===== src/rtl/ifetch_pkg.sv =====
// Shared types and defaults for the instruction-fetch controller.
// Vector defaults, buffer depth and the buffered fetch entry.
package ifetch_pkg;

  localparam logic [31:0] RESET_PC_D  = 32'h0000_0000;
  localparam logic [31:0] IRQ_VEC_D   = 32'h0000_0004;
  localparam logic [31:0] EXC_VEC_D   = 32'h0000_0008;
  localparam int          ROM_WORDS_D = 32;
  localparam int          IFETCH_DEPTH = 2;

  typedef struct packed {
    logic        err;
    logic [31:0] pc;
    logic [31:0] inst;
  } fetch_entry_t;

endpackage


===== src/rtl/ifetch_buf.sv =====
// Two-entry fetch queue; entry 0 is always the head.
// Flush wins over push; push+pop keeps the count.
module ifetch_buf
  import ifetch_pkg::*;
(
  input  logic         i_clk,
  input  logic         i_rst_n,
  input  logic         i_push,
  input  logic         i_pop,
  input  logic         i_flush,
  input  fetch_entry_t i_data,
  output fetch_entry_t o_head,
  output logic [1:0]   o_count,
  output logic         o_full
);

  fetch_entry_t r_e0;
  fetch_entry_t r_e1;
  logic [1:0]   r_cnt;
  logic         w_pop;
  logic         w_push;
  logic         w_full;

  assign w_full = (r_cnt == 2'(IFETCH_DEPTH));
  assign w_pop  = i_pop & (r_cnt != 2'd0);
  assign w_push = i_push & (~w_full | w_pop);

  always_ff @(posedge i_clk) begin
    if (!i_rst_n) begin
      r_e0  <= '0;
      r_e1  <= '0;
      r_cnt <= 2'd0;
    end else if (i_flush) begin
      r_cnt <= 2'd0;
    end else begin
      case ({w_push, w_pop})
        2'b11: begin
          if (w_full) begin
            r_e0 <= r_e1;
            r_e1 <= i_data;
          end else begin
            r_e0 <= i_data;
          end
        end
        2'b10: begin
          if (r_cnt == 2'd0) r_e0 <= i_data;
          else               r_e1 <= i_data;
          r_cnt <= r_cnt + 2'd1;
        end
        2'b01: begin
          r_e0  <= r_e1;
          r_cnt <= r_cnt - 2'd1;
        end
        default: ;
      endcase
    end
  end

  assign o_head  = r_e0;
  assign o_count = r_cnt;
  assign o_full  = w_full;

endmodule


===== src/rtl/ifetch_ctrl.sv =====
// Fetch controller: PC, ROM drive, 2-deep queue, redirect/irq/exc.
// Define IFETCH_IRQ_EN to honour irq; otherwise irq is ignored.
module ifetch_ctrl
  import ifetch_pkg::*;
#(
  parameter logic [31:0] RESET_PC  = RESET_PC_D,
  parameter logic [31:0] IRQ_VEC   = IRQ_VEC_D,
  parameter logic [31:0] EXC_VEC   = EXC_VEC_D,
  parameter int          ROM_WORDS = ROM_WORDS_D
) (
  input  logic        clk,
  input  logic        reset,
  output logic [31:0] rom_addr,
  output logic        rom_en,
  input  logic [31:0] rom_data,
  output logic        inst_valid,
  input  logic        inst_ready,
  output logic [31:0] inst_out,
  output logic [31:0] pc_out,
  output logic [31:0] pc_plus4,
  output logic        inst_err,
  input  logic        redirect,
  input  logic [31:0] redirect_pc,
  input  logic        irq,
  input  logic        exc,
  output logic [31:0] epc,
  output logic        misalign
);

  localparam logic [31:0] ROM_LIMIT = 32'(ROM_WORDS) << 2;

  logic         r_run;
  logic [31:0]  r_fpc;
  logic [31:0]  r_epc;
  logic         r_misalign;
  logic         w_irq;
  logic         w_nonseq;
  logic         w_valid;
  logic         w_pop;
  logic         w_push;
  logic         w_full;
  logic [1:0]   w_cnt;
  fetch_entry_t w_head;
  fetch_entry_t w_new;

`ifdef IFETCH_IRQ_EN
  assign w_irq = irq;
`else
  assign w_irq = irq & 1'b0;
`endif

  assign w_nonseq = exc | w_irq | redirect;
  assign w_valid  = (w_cnt != 2'd0);
  assign w_pop    = w_valid & inst_ready & ~w_nonseq;
  // r_run holds off fetching for the first edge out of reset
  assign w_push   = reset & r_run & ~w_nonseq & (~w_full | w_pop);

  assign w_new.err  = (r_fpc >= ROM_LIMIT);
  assign w_new.pc   = r_fpc;
  assign w_new.inst = rom_data;

  ifetch_buf u_buf (
    .i_clk   (clk),
    .i_rst_n (reset),
    .i_push  (w_push),
    .i_pop   (w_pop),
    .i_flush (w_nonseq),
    .i_data  (w_new),
    .o_head  (w_head),
    .o_count (w_cnt),
    .o_full  (w_full)
  );

  always_ff @(posedge clk) begin
    if (!reset) begin
      r_run      <= 1'b0;
      r_fpc      <= RESET_PC;
      r_epc      <= 32'h0;
      r_misalign <= 1'b0;
    end else begin
      r_run      <= 1'b1;
      r_misalign <= redirect & ~exc & ~w_irq & (|redirect_pc[1:0]);
      if (exc | w_irq) r_epc <= w_valid ? w_head.pc : r_fpc;
      if (exc)           r_fpc <= EXC_VEC;
      else if (w_irq)    r_fpc <= IRQ_VEC;
      else if (redirect) r_fpc <= {redirect_pc[31:2], 2'b00};
      else if (w_push)   r_fpc <= r_fpc + 32'd4;
    end
  end

  assign rom_addr   = r_fpc;
  assign rom_en     = w_push;
  assign inst_valid = w_valid;
  assign inst_out   = w_head.inst;
  assign pc_out     = w_head.pc;
  assign pc_plus4   = w_head.pc + 32'd4;
  assign inst_err   = w_head.err;
  assign epc        = r_epc;
  assign misalign   = r_misalign;

endmodule


===== config.mk =====
export PLATFORM = sky130hd
export DESIGN_NAME = ifetch_ctrl
export DESIGN_NICKNAME = d
export VERILOG_FILES = /design/src/rtl/ifetch_pkg.sv /design/src/rtl/ifetch_buf.sv /design/src/rtl/ifetch_ctrl.sv
export SDC_FILE = /design/constraint.sdc
export NUM_CORES = 1
export LEC_CHECK = 0
export ABC_AREA = 1
export BUFFER_PORTS_ARGS = -buffer_cell sky130_fd_sc_hd__clkbuf_2
export CORE_ASPECT_RATIO = 1.2
export CORE_MARGIN = 8
export CORE_UTILIZATION = 56
export DETAILED_ROUTE_END_ITERATION = 8
export PLACE_DENSITY_LB_ADDON = 0.3
export SLEW_MARGIN = 10
export SYNTH_ARGS = -nofsm -noshare
export SYNTH_HDL_FRONTEND = slang
export SYNTH_SLANG_ARGS = --single-unit

===== constraint.sdc =====
create_clock -name clk -period 2.4 [get_ports clk]
set_input_delay 0.24 -clock clk [delete_from_list [all_inputs] [get_ports clk]]
set_output_delay 0.24 -clock clk [all_outputs]
set_load 0.01 [all_outputs]

==> metrics.md <==
| Metric | Value |
|---|---|
| Crit path DAT | 2620 ps |
| Total wire length | 37900 µm |
| Critical path fanouts, max | 15 |
| Port bufs | 224 |
| FFs w/ async S/R, synth | 0% |
| Final-layout fill cell count | 1809 |
| Distinct cells, synth | 41 |
| I/O Pins | 234 |
| Placed Instances | 2061 |
| Layout cells sized above 1 | 21.0% |
| Fmax achieved | 432 MHz |
| Routed Antenna Nets | 0 |
| CP Class | reg -> reg |
| Max_cap viols | 0 |
| Die H | 171 µm |
| Grt ovf | 0 |
| CTS Buf Count | 17 |
| Area of placed instances | 12200 µm² |
| Syn Area/Cell | 6.63 µm² |
| Ys Warns | 0 |
| Leak | 5.28 nW |
| Final setup fails | 0 |
| Crit share post-route | 96.5% |
| Die Area | 24700 µm² |
| Routability cong. | 0.966 |
| Row Count | 56 |
| Clock Sink Count | 190 |
| Hold WS | 37.7 ps |
| Overall die width | 145 µm |
| FF+latch count, synth | 190 |
| Slew @ Worst Pin | 863 ps |
| Hold_buf cts | 0 |
| Post-synth EDFFs | 0 |
| Vias | 12039 |
| Status | finished clean |
| Pre-CTS setup slack | 154 ps |
| Final WS setup | 83.4 ps |
| Seq/Total Area, Yosys | 34.1% |
| Post-Syn Area | 11200 µm² |
| CTS root buffer | clkbuf_16 |
| Total track usage | 30.3% |
| Slew headroom | 42.4% |
| Post-DP HPWL | 26800 µm |
| Vias in the first global route | 11374 |
| H-tree depth | 4 |
| Longest Clk Path Bufs | 2 |
| Most frequent cells in the layout | 328 x nand2_1, 263 x o21ai_0, 224 x clkbuf_2 |
| CTS clk-pin slew, worst paths | 70 ps |
| Most common cell after layout, fill and taps aside | nand2_1 |
| Min cycle time layout | 2320 ps |
| Core area | 19500 µm² |
| CTS tree | done |
| Final count of pins violating max slew | 0 |
| Worst Path Required | 2700 ps |
| TritonRoute pass-1 iters | 5 |
| Initial core utilization | 57.1% |
| Drt first-iter violations | 1183 |
| Ys flop type | dfxtp_1 |
| Final nets | 1898 |
| DRC Markers | 0 |
| Vias/cell | 5.74 |
| Worst vdd ir | 524 µV |
| Final Cell Area | 12900 µm² |
| Routed wire per std cell | 18.1 µm |
| Pwr dens | 550 nW/µm² |
| Post-Route Utilization | 66.1% |
| Min-delay worst type | in -> reg |
| Synth-to-Final Area Change | 15.8% |
| CP endpoint kind | flop |
| Final hold vios | 0 |
| Cell Count, Final, Fillers Out | 2097 |
| Skew-Pair Late Insertion Delay | 440 ps |
| Unrepaired setup endpoints after global routing | yes |
| Synth Instances | 1684 |
| Maximum number of pins on one net before global-route repair | 96 |
| First-pass GRT wire length | 59700 µm |
| Clock Skews | 10.6 ps |
| Initial antenna violation count | 1 |
| Worst setup SP type | flop |
-- logic make-up after synthesis --
family	Yosys count	share of synthesized area (%)
compound gates	539	27.6
other cells	1	0.0336
simple gates	616	22.5
xor+xnor	29	2.28
fa+ha+maj	6	0.673
flops	190	34.1
buf+inv	303	12.8
-- path summary, 6_finish.rpt --
check / from / end / slack (ps) / cells past startpoint
max: u_buf.o_count[1] / u_buf.o_head[52] / 80 / 10
min: redirect_pc[0] / misalign / 40 / 3
max reg2reg: u_buf.o_count[1] / u_buf.o_head[52] / 80 / 10
min reg2reg: epc[18] / epc[18] / 460 / 2
-- flip-flops by register name, summed over array words and instances, names as in the netlist --
register and flops:
r_run 1, u_buf.o_count 2, rom_addr 30, u_buf.r_e1 63, misalign 1, epc 30
u_buf.o_head 63
-- per-stage QoR --
stage	TNS, ps	total power, mW
3_3_place_gp	0	4.21
6_report	0	7.11
2_1_floorplan	0	3.91
5_1_grt	-149	7.34
4_1_cts	0	7.13
3_5_place_dp	0	4.23
-- layer usage --
layer	global-route usage [%]	vias to the layer above	share of wire [%]
met2	48.7	574	46
met4	20.4	0	6.3
met1	36.8	5502	40
met3	4.57	137	7.8
met5	0	-	0
li1	-	5826	-
-- synthesized netlist by cell type, types with 16 or more instances --
cell      number  area (µm²)
dfxtp_1      190        3800
nor3_1        16        80.1
clkbuf_1      50         188
nand2_1      332        1250
nor2_1       182         683
nand3_1       51         255
buf_2         51         255
buf_4         47         353
a21oi_1      170         851
xor2_1        28         245
o21ai_1       24         120
inv_1        132         495
o21ai_0      263        1320
a211oi_2      31         388
-- layout make-up --
class	count	area (µm²)	area share [%]
tap	261	327	2.53
clock buffer	17	425	3.29
multi-input combinational	1198	6050	46.8
antenna	1	2.50	0.0194
timing repair buffer	271	1570	12.2
sequential	190	3820	29.5
clock inverter	15	188	1.45
inverter	144	543	4.20
-- timing repair --
action | in CTS | in global routing
buffers inserted | 2 | 1
pin swaps | 2 | 2
resized for setup | 8 | 19
setup endpoints to repair | 7 | 15
endpoints found under the hold margin | 0 | 0
-- report_power, final --
group	internal, mW	switching, mW	total (mW)
Combinational	0.301	0.524	0.826
Clock	1.51	1.44	2.94
Sequential	3.23	0.109	3.34
-- critical path, cell delays in order (launching register included) --
cell and delay [ps]:
dfxtp_1 430, nor2_1 110, inv_2 60, nand3_1 160, ha_2 300, inv_1 470, o22ai_1 150, nand2_1 70
o21ai_0 150, o21ai_0 220, a21oi_1 50
(Power assumes the default switching activity.)
